### src/rtl/uart_cmd_slv.sv
// uart_cmd_slv: device-side end of the host command link.
// Receives 3-byte 8N1 UART commands on RX and assembles them into a 24-bit word, and
// transmits 8-bit response bytes on TX. The RX and TX paths are fully independent.
//
// Ports:
//   clk          system clock, rising edge
//   rst_n        asynchronous active-low reset
//   RX           serial input from host (asynchronous, idles high)
//   TX           serial output to host (idles high)
//   cmd          assembled command {opcode, data_hi, data_lo}
//   cmd_rdy      sticky: cmd holds a complete new command
//   clr_cmd_rdy  dispatcher acknowledge, clears cmd_rdy
//   resp         response byte to transmit
//   send_resp    one-cycle strobe: transmit resp
//   resp_sent    sticky: last response fully shifted out, including stop bit
module uart_cmd_slv #(
    parameter int unsigned BAUD_DIV = 2604  // clk cycles per bit, must be >= 8
) (
    input  logic        clk,
    input  logic        rst_n,
    input  logic        RX,
    output logic        TX,
    output logic [23:0] cmd,
    output logic        cmd_rdy,
    input  logic        clr_cmd_rdy,
    input  logic [7:0]  resp,
    input  logic        send_resp,
    output logic        resp_sent
);

    localparam int unsigned CntW = $clog2(BAUD_DIV) + 1;
    localparam logic [CntW-1:0] BitEnd  = CntW'(BAUD_DIV - 1);
    localparam logic [CntW-1:0] HalfEnd = CntW'(BAUD_DIV / 2 - 1);

    typedef enum logic [1:0] {RxIdle, RxStart, RxData, RxStop} rx_state_e;
    typedef enum logic {TxIdle, TxShift} tx_state_e;

    // ---------------- RX path ----------------
    logic            rx_ff1_q, rx_ff2_q, rx_ff3_q;
    rx_state_e       rx_state_q, rx_state_d;
    logic [CntW-1:0] rx_baud_q, rx_baud_d;
    logic [3:0]      rx_bit_q, rx_bit_d;
    logic [7:0]      rx_shift_q, rx_shift_d;
    logic [1:0]      byte_cnt_q, byte_cnt_d;
    logic [23:0]     cmd_q, cmd_d;
    logic            cmd_rdy_q, cmd_rdy_d;
    logic            rdy_set_q, rdy_set_d;
    logic            rx_start_ok;

    always_ff @(posedge clk or negedge rst_n) begin
        if (!rst_n) begin
            rx_ff1_q   <= 1'b1;
            rx_ff2_q   <= 1'b1;
            rx_ff3_q   <= 1'b1;
            rx_state_q <= RxIdle;
            rx_baud_q  <= '0;
            rx_bit_q   <= '0;
            rx_shift_q <= '0;
            byte_cnt_q <= '0;
            cmd_q      <= '0;
            cmd_rdy_q  <= 1'b0;
            rdy_set_q  <= 1'b0;
        end else begin
            rx_ff1_q   <= RX;
            rx_ff2_q   <= rx_ff1_q;
            rx_ff3_q   <= rx_ff2_q;
            rx_state_q <= rx_state_d;
            rx_baud_q  <= rx_baud_d;
            rx_bit_q   <= rx_bit_d;
            rx_shift_q <= rx_shift_d;
            byte_cnt_q <= byte_cnt_d;
            cmd_q      <= cmd_d;
            cmd_rdy_q  <= cmd_rdy_d;
            rdy_set_q  <= rdy_set_d;
        end
    end

    always_comb begin
        rx_state_d  = rx_state_q;
        rx_baud_d   = rx_baud_q;
        rx_bit_d    = rx_bit_q;
        rx_shift_d  = rx_shift_q;
        byte_cnt_d  = byte_cnt_q;
        cmd_d       = cmd_q;
        rdy_set_d   = 1'b0;
        rx_start_ok = 1'b0;
        unique case (rx_state_q)
            RxIdle: begin
                // rx_ff3_q is the previous synced sample: this is a falling edge
                if (!rx_ff2_q && rx_ff3_q) begin
                    rx_state_d = RxStart;
                    rx_baud_d  = '0;
                end
            end
            RxStart: begin
                if (rx_baud_q == HalfEnd) begin
                    rx_baud_d = '0;
                    rx_bit_d  = '0;
                    if (!rx_ff2_q) begin
                        rx_state_d  = RxData;
                        rx_start_ok = 1'b1;
                    end else begin
                        rx_state_d = RxIdle;  // glitch, not a start bit
                    end
                end else begin
                    rx_baud_d = rx_baud_q + CntW'(1);
                end
            end
            RxData: begin
                if (rx_baud_q == BitEnd) begin
                    rx_baud_d  = '0;
                    rx_shift_d = {rx_ff2_q, rx_shift_q[7:1]};
                    rx_bit_d   = rx_bit_q + 4'd1;
                    if (rx_bit_q == 4'd7) rx_state_d = RxStop;
                end else begin
                    rx_baud_d = rx_baud_q + CntW'(1);
                end
            end
            RxStop: begin
                if (rx_baud_q == BitEnd) begin
                    rx_baud_d  = '0;
                    rx_state_d = RxIdle;
                    if (rx_ff2_q) begin
                        unique case (byte_cnt_q)
                            2'd0: begin
                                cmd_d[23:16] = rx_shift_q;
                                byte_cnt_d   = 2'd1;
                            end
                            2'd1: begin
                                cmd_d[15:8] = rx_shift_q;
                                byte_cnt_d  = 2'd2;
                            end
                            default: begin
                                cmd_d[7:0] = rx_shift_q;
                                byte_cnt_d = 2'd0;
                                rdy_set_d  = 1'b1;
                            end
                        endcase
                    end else begin
                        byte_cnt_d = 2'd0;  // framing error: drop the partial command
                    end
                end else begin
                    rx_baud_d = rx_baud_q + CntW'(1);
                end
            end
            default: rx_state_d = RxIdle;
        endcase

        // Set has priority over both clear sources
        if (rdy_set_q) begin
            cmd_rdy_d = 1'b1;
        end else if (clr_cmd_rdy || (rx_start_ok && byte_cnt_q == 2'd0)) begin
            cmd_rdy_d = 1'b0;
        end else begin
            cmd_rdy_d = cmd_rdy_q;
        end
    end

    assign cmd     = cmd_q;
    assign cmd_rdy = cmd_rdy_q;

    // ---------------- TX path ----------------
    tx_state_e       tx_state_q, tx_state_d;
    logic [CntW-1:0] tx_baud_q, tx_baud_d;
    logic [3:0]      tx_bit_q, tx_bit_d;
    logic [9:0]      tx_shift_q, tx_shift_d;
    logic            resp_sent_q, resp_sent_d;

    always_ff @(posedge clk or negedge rst_n) begin
        if (!rst_n) begin
            tx_state_q  <= TxIdle;
            tx_baud_q   <= '0;
            tx_bit_q    <= '0;
            tx_shift_q  <= '1;
            resp_sent_q <= 1'b0;
        end else begin
            tx_state_q  <= tx_state_d;
            tx_baud_q   <= tx_baud_d;
            tx_bit_q    <= tx_bit_d;
            tx_shift_q  <= tx_shift_d;
            resp_sent_q <= resp_sent_d;
        end
    end

    always_comb begin
        tx_state_d  = tx_state_q;
        tx_baud_d   = tx_baud_q;
        tx_bit_d    = tx_bit_q;
        tx_shift_d  = tx_shift_q;
        resp_sent_d = resp_sent_q;
        unique case (tx_state_q)
            TxIdle: begin
                if (send_resp) begin
                    tx_shift_d  = {1'b1, resp, 1'b0};
                    tx_baud_d   = '0;
                    tx_bit_d    = '0;
                    resp_sent_d = 1'b0;
                    tx_state_d  = TxShift;
                end
            end
            TxShift: begin
                // send_resp is deliberately not looked at here
                if (tx_baud_q == BitEnd) begin
                    tx_baud_d  = '0;
                    tx_shift_d = {1'b1, tx_shift_q[9:1]};
                    tx_bit_d   = tx_bit_q + 4'd1;
                    if (tx_bit_q == 4'd9) begin
                        tx_state_d  = TxIdle;
                        resp_sent_d = 1'b1;
                    end
                end else begin
                    tx_baud_d = tx_baud_q + CntW'(1);
                end
            end
            default: tx_state_d = TxIdle;
        endcase
    end

    always_comb begin
        TX = (tx_state_q == TxShift) ? tx_shift_q[0] : 1'b1;
    end

    assign resp_sent = resp_sent_q;

endmodule

### config.mk
export PLATFORM = sky130hd
export DESIGN_NAME = uart_cmd_slv
export DESIGN_NICKNAME = d
export VERILOG_FILES = /design/src/rtl/uart_cmd_slv.sv
export SDC_FILE = /design/constraint.sdc
export NUM_CORES = 1
export LEC_CHECK = 0
export BUFFER_PORTS_ARGS = -buffer_cell sky130_fd_sc_hd__buf_2
export CORE_MARGIN = 10
export CORE_UTILIZATION = 25
export CTS_CLUSTER_DIAMETER = 120
export CTS_CLUSTER_SIZE = 28
export DETAILED_ROUTE_END_ITERATION = 10
export PLACE_DENSITY = 0.36
export RECOVER_POWER = 100
export REMOVE_ABC_BUFFERS = 1
export SETUP_SLACK_MARGIN = 0.5
export SLEW_MARGIN = 20
export SYNTH_ARGS = -nofsm -noshare
export SYNTH_HDL_FRONTEND = slang
export SYNTH_SLANG_ARGS = --single-unit
### constraint.sdc
create_clock -name clk -period 3.81 [get_ports clk]
set_input_delay 0.381 -clock clk [delete_from_list [all_inputs] [get_ports clk]]
set_output_delay 0.381 -clock clk [all_outputs]
set_load 0.02 [all_outputs]
**Yosys cells after proc, flatten, opt, wreduce, memory -nomap -nowiden**

Index checks and enable logic that the tools add are counted.

- Register bits after elaboration: 87
- Latch bits: 0
- Memory bits (writable): 0
- Memory bits (read-only): 0
- Input port bits: 13
- Logic and storage cells: 103
- Memories kept: 0

- $add $sub $neg: 4
- Multiply operators: 0
- Div/mod/pow operators: 0
- $lt $le $gt $ge: 0
- Equal/unequal tests: 17
- Shift-type cells: 0
- Multiplexer cells: 43
- Bitwise logic cells: 2
- Reductions and logical operators: 19

Operators by type and width:

| operator | count |
|---|---|
| two-way mux 13 bit | 5 |
| one-hot mux 13 bit (3 select lines) | 1 |
| adder 13 x 1 -> 13 bit, second input constant | 2 |
| equality test 13 x 12 -> 1 bit, second input constant | 2 |
| one-hot mux 13 bit (2 select lines) | 1 |
| two-way mux 10 bit | 2 |
| one-hot mux 10 bit (2 select lines) | 1 |
| two-way mux 1 bit | 16 |
| two-way mux 4 bit | 4 |
| one-hot mux 4 bit (2 select lines) | 2 |
| two-way mux 2 bit | 7 |
| equality test 13 x 11 -> 1 bit, second input constant | 1 |
| != test 2 bit, second input constant | 6 |
| AND reduction 4 bit | 3 |
| adder 4 x 1 -> 4 bit, second input constant | 2 |
| one-hot mux 2 bit (4 select lines) | 1 |
| AND reduction 2 bit | 3 |
| AND reduction 3 bit | 2 |
| AND reduction 5 bit | 1 |
| equality test 2 x 1 -> 1 bit, second input constant | 2 |
| equality test 2 bit, second input constant | 2 |
| equality test 4 x 3 -> 1 bit, second input constant | 1 |
| equality test 4 bit, second input constant | 1 |
| logical NOT 2 bit | 2 |
| other kinds (9) | 15 |

**Logic depth before layout (Yosys ltp)**

- Depth after elaboration: 7
- Mapped depth: 8

**Least setup slack after synthesis**

OpenSTA, ideal clock, no wires.

- Kind: reg-to-reg
- Start: register rx_baud_q[6]
- End: register rx_shift_q[0]
- Data arrival time: 2,142 ps
- Path slack: 1,543 ps
- Stages on the path, launching flop included: 7
- Buffers on the path: 2
- Path through: dfrtp_1 > or3_4 > or4_4 > buf_6 > or2_1 > buf_6 > mux2_4

- Longest elaborated chain between the ends: 2

RTL lines:

| what | line | RTL |
|---|---|---|
| start, declared | 41 | `logic [CntW-1:0] rx_baud_q, rx_baud_d;` |
| start signal, assigned | 68 | `rx_baud_q <= rx_baud_d;` |
| equality test 13 x 12 -> 1 bit | 110 | `if (rx_baud_q == BitEnd) begin` |
| AND reduction 2 bit (no line) | n/a |  |
| end signal, assigned | 70 | `rx_shift_q <= rx_shift_d;` |
| end, declared | 43 | `logic [7:0] rx_shift_q, rx_shift_d;` |

No other way between the ends.
A chain may end at the register's enable or synchronous reset.

**Worst setup path after layout**

- Start: register rx_baud_q[6]
- End: register rx_baud_q[12]

- Longest elaborated chain between the ends: 3

RTL lines:

| what | line | RTL |
|---|---|---|
| adder 13 x 1 -> 13 bit, or another cell as far along | 106, 116, 143 |  |
| two-way mux 13 bit (on tied branches) | 110, 120, 96 |  |
| one-hot mux 13 bit (3 select lines) * | 87 | `unique case (rx_state_q)` |

Every way passes the cells marked *; elsewhere a longest branch is shown, timed or not.

==> run_results.csv <==
group,metric,value,unit
critical_path,required,4.04,ns
global_route,grt_max_degree,66,
sta,fin_setup_tns,0,ns
drt,ant_nets,0,
sta,timing.final.ws_setup,0.991,ns
drt,drt_iter0_markers,170,
critical_path,end_kind,"register",
yosys,synth_warnings,0,
global_route,grt_pass1_vias,2902,
clock_tree,cts_hold_buf,0,
min_path,hp-class,"in -> reg",
layout,drive_above_1_share,19.0,%
layout,finalNonFillerCells,622,
global_route,antenna_found_initial,0,
drt,wl,9.39,mm
placed_design,numPortBuffers,39,
yosys,synth-main-ff-cell,"dfrtp_1",
floorplanning,die_h,147,um
yosys,seq_area_frac_synth,54.0,%
outcome,outcome,"finished with violations",
drt,drcViolationCount,0,
clock_tree,h-tree-depth,3,
clock_tree,cts_max_path_buffers,2,
clock_tree,cts_buffers,9,
power_and_ir_drop,vdd_drop_max,0.199,mV
layout,fin_nets,420,
floorplanning,die_w,147,um
placed_design,place_congestion,0.711,
critical_path,worstPathArrival,3.05,ns
sta,finalSetupViolCount,0,
floorplanning,rows,46,
clock_tree,cts_resized,0,
yosys,synth_area,0.00401,mm^2
critical_path,worstPathMaxFanout,11,
global_route,gr-total-overflow,0,
layout,areaGrowthSynthToFinish,14.9,%
yosys,synth_cells,363,
layout,diodes,0,
global_route,met1_usage,11.8,%
sta,final.min_clock_period,2.82,ns
yosys,ys_types,53,
critical_path,setup.worst_path.class,"reg -> reg",
clock_tree,cts_tree,"built",
global_route,use_met2,14.2,%
sta,tightest_slew,1.71,ns
clock_tree,cts_sinks,86,
placed_design,hpwl,6.24,mm
critical_path,cp-start-kind,"register",
floorplanning,coreArea,0.0158,mm^2
sta,max_slew_margin,-14.0,%
floorplanning,io_pins,40,
global_route,grt.busiest_layer,"met2",
layout,num-fill-cells,1674,
outcome,violations,"max-capacitance violations, max-slew violations",
placed_design,place_ws,1.22,ns
drt,avgViaCountPerCell,4.49,
sta,grt_setup_unrepaired,"no",
yosys,synth-edff-count,0,
sta,maxSlewViolCount,81,
sta,finClkSkew,0.00476,ns
yosys,syn_area_per_cell,11.1,um^2
sta,hold_viol,0,
drt,firstDrtPassIters,4,
flow_run,max-cap-violations,2,
global_route,globalRouteTotalUtil,9.18,%
power_and_ir_drop,p_leak,2.07,nW
clock_tree,root_buffer,"clkbuf_16",
drt,wl_per_cell,15.1,um
yosys,synthArstFlopShare,100,%
clock_tree,insertion_delay,0.35,ns
critical_path,cpPeakStageDelay,0.71,ns
clock_tree,cts_setup_buffers,0,
placed_design,dpl.cell_count,606,
drt,vias,2793,
floorplanning,initial_core_util,25.4,%
global_route,use_met3,2.27,%
global_route,grt_pass1_wl,15.9,mm
critical_path,cpMaxStageDelayCell,"or4_1",
yosys,synth-seq-cells,86,
clock_tree,clkTransAtPathRegs,0.07,ns
layout,final_common_cell,"dfrtp_1",
floorplanning,dieArea,0.0215,mm^2
critical_path,path_cells,"or3_1 -> or4_1 -> a2bb2oi_1 -> o21ai_0 -> a22o_1",
sta,post-route-period-util,74.0,%
power_and_ir_drop,powerDensity,498,mW/mm^2
layout,layout_common_cells,"74 x dfrtp_1, 41 x o21ai_0, 36 x nand2_1",
sta,fmax,0.355,GHz
[worst max-delay path, delay by kind of cell, from the launching register on]
kind / cells / cell delay (ns)
flip-flops: 1 / 0.44
AND/OR/NAND/NOR: 2 / 1.15
AO/OA/AOI/OAI: 3 / 1.12
[cell families after synthesis]
logic type,Yosys count,synth area share [%]
and+or+nand+nor,128,17.5
buffers and inverters,24,2.77
DFF,86,54.0
AOI/OAI and AO/OA,75,11.5
muxes,39,11.3
xor gates and xnor gates,5,1.09
adders and majority gates,6,1.87
[layer usage]
layer  up-vias  share of wire (%)
met5         -                  0
met3        10                2.3
met2        22                 46
li1       1381                  -
met1      1380                 50
met4         0                1.6
[registers in the layout (all words and copies together), names as in the netlist, named ones only]
signal      count
rdy_set_q       1
rx_ff2_q        1
tx_baud_q      13
tx_shift_q      9
cmd            24
tx_bit_q        4
byte_cnt_q      2
rx_state_q      1
rx_baud_q      13
rx_ff3_q        1
rx_shift_q      8
cmd_rdy         1
rx_ff1_q        1
tx_state_q      1
resp_sent       1
rx_bit_q        4
[area by class of cell]
type / count / area, um^2 / area share, %
clock buffers: 9 / 225 / 4.88
clock inverters: 7 / 73.8 / 1.60
inverters: 11 / 41.3 / 0.896
multi-input cells: 253 / 1670 / 36.2
flip-flops and latches: 86 / 2170 / 47.0
well taps: 216 / 270 / 5.86
repair buffers: 40 / 165 / 3.58
[power breakdown]
part | switching [W] | leakage (nW) | internal, W | total (W)
clock network | 0.000390 | 0.146 | 0.000511 | 0.000901
logic | 0.000143 | 0.805 | 0.000121 | 0.000264
registers | 0.000119 | 1.11 | 0.00101 | 0.00113
[Yosys cell counts, drive strengths merged, types with 6 or more instances]
cell type	instances	area share, %
and3	7	1.1
nand2b	9	1.4
clkbuf	7	0.65
a21oi	6	0.75
o31ai	6	1.5
dfrtp	74	46
nand3	13	1.6
ha	6	1.9
nor3	7	0.87
mux2	32	9.5
nor2	22	2.1
inv	11	1.0
buf	6	1.1
a31oi	10	1.6
nand2	36	3.4
dfstp	12	7.9
mux2i	7	1.7
o21ai	41	5.1
[metrics by stage]
stage	instance area (um^2)	hold slack, ns	power, W	utilization, %
after detailed placement	4420	0.347	0.00143	27.9
after CTS	4720	0.119	0.00235	29.8
after global placement	4420	0.348	0.00142	27.9
after global routing	4610	0.117	0.00245	29.1
final	4610	0.138	0.00230	29.1
after floorplan	3940	0.0854	0.00132	-
[path summary, 6_finish.rpt]
kind | from | endpoint | slack, ns | depth (start not counted)
max | rx_baud_q[6] | rx_baud_q[12] | 0.99 | 5
min | RX | rx_ff1_q | 0.14 | 1
max reg2reg | rx_baud_q[6] | rx_baud_q[12] | 0.99 | 5
min reg2reg | rx_ff1_q | rx_ff2_q | 0.36 | 0
max in group asynchronous | rst_n | rx_shift_q[5] | 1.50 | 2
min in group asynchronous | rst_n | rx_baud_q[5] | 0.47 | 1
Note: power is estimated with default switching activity, not from simulation.
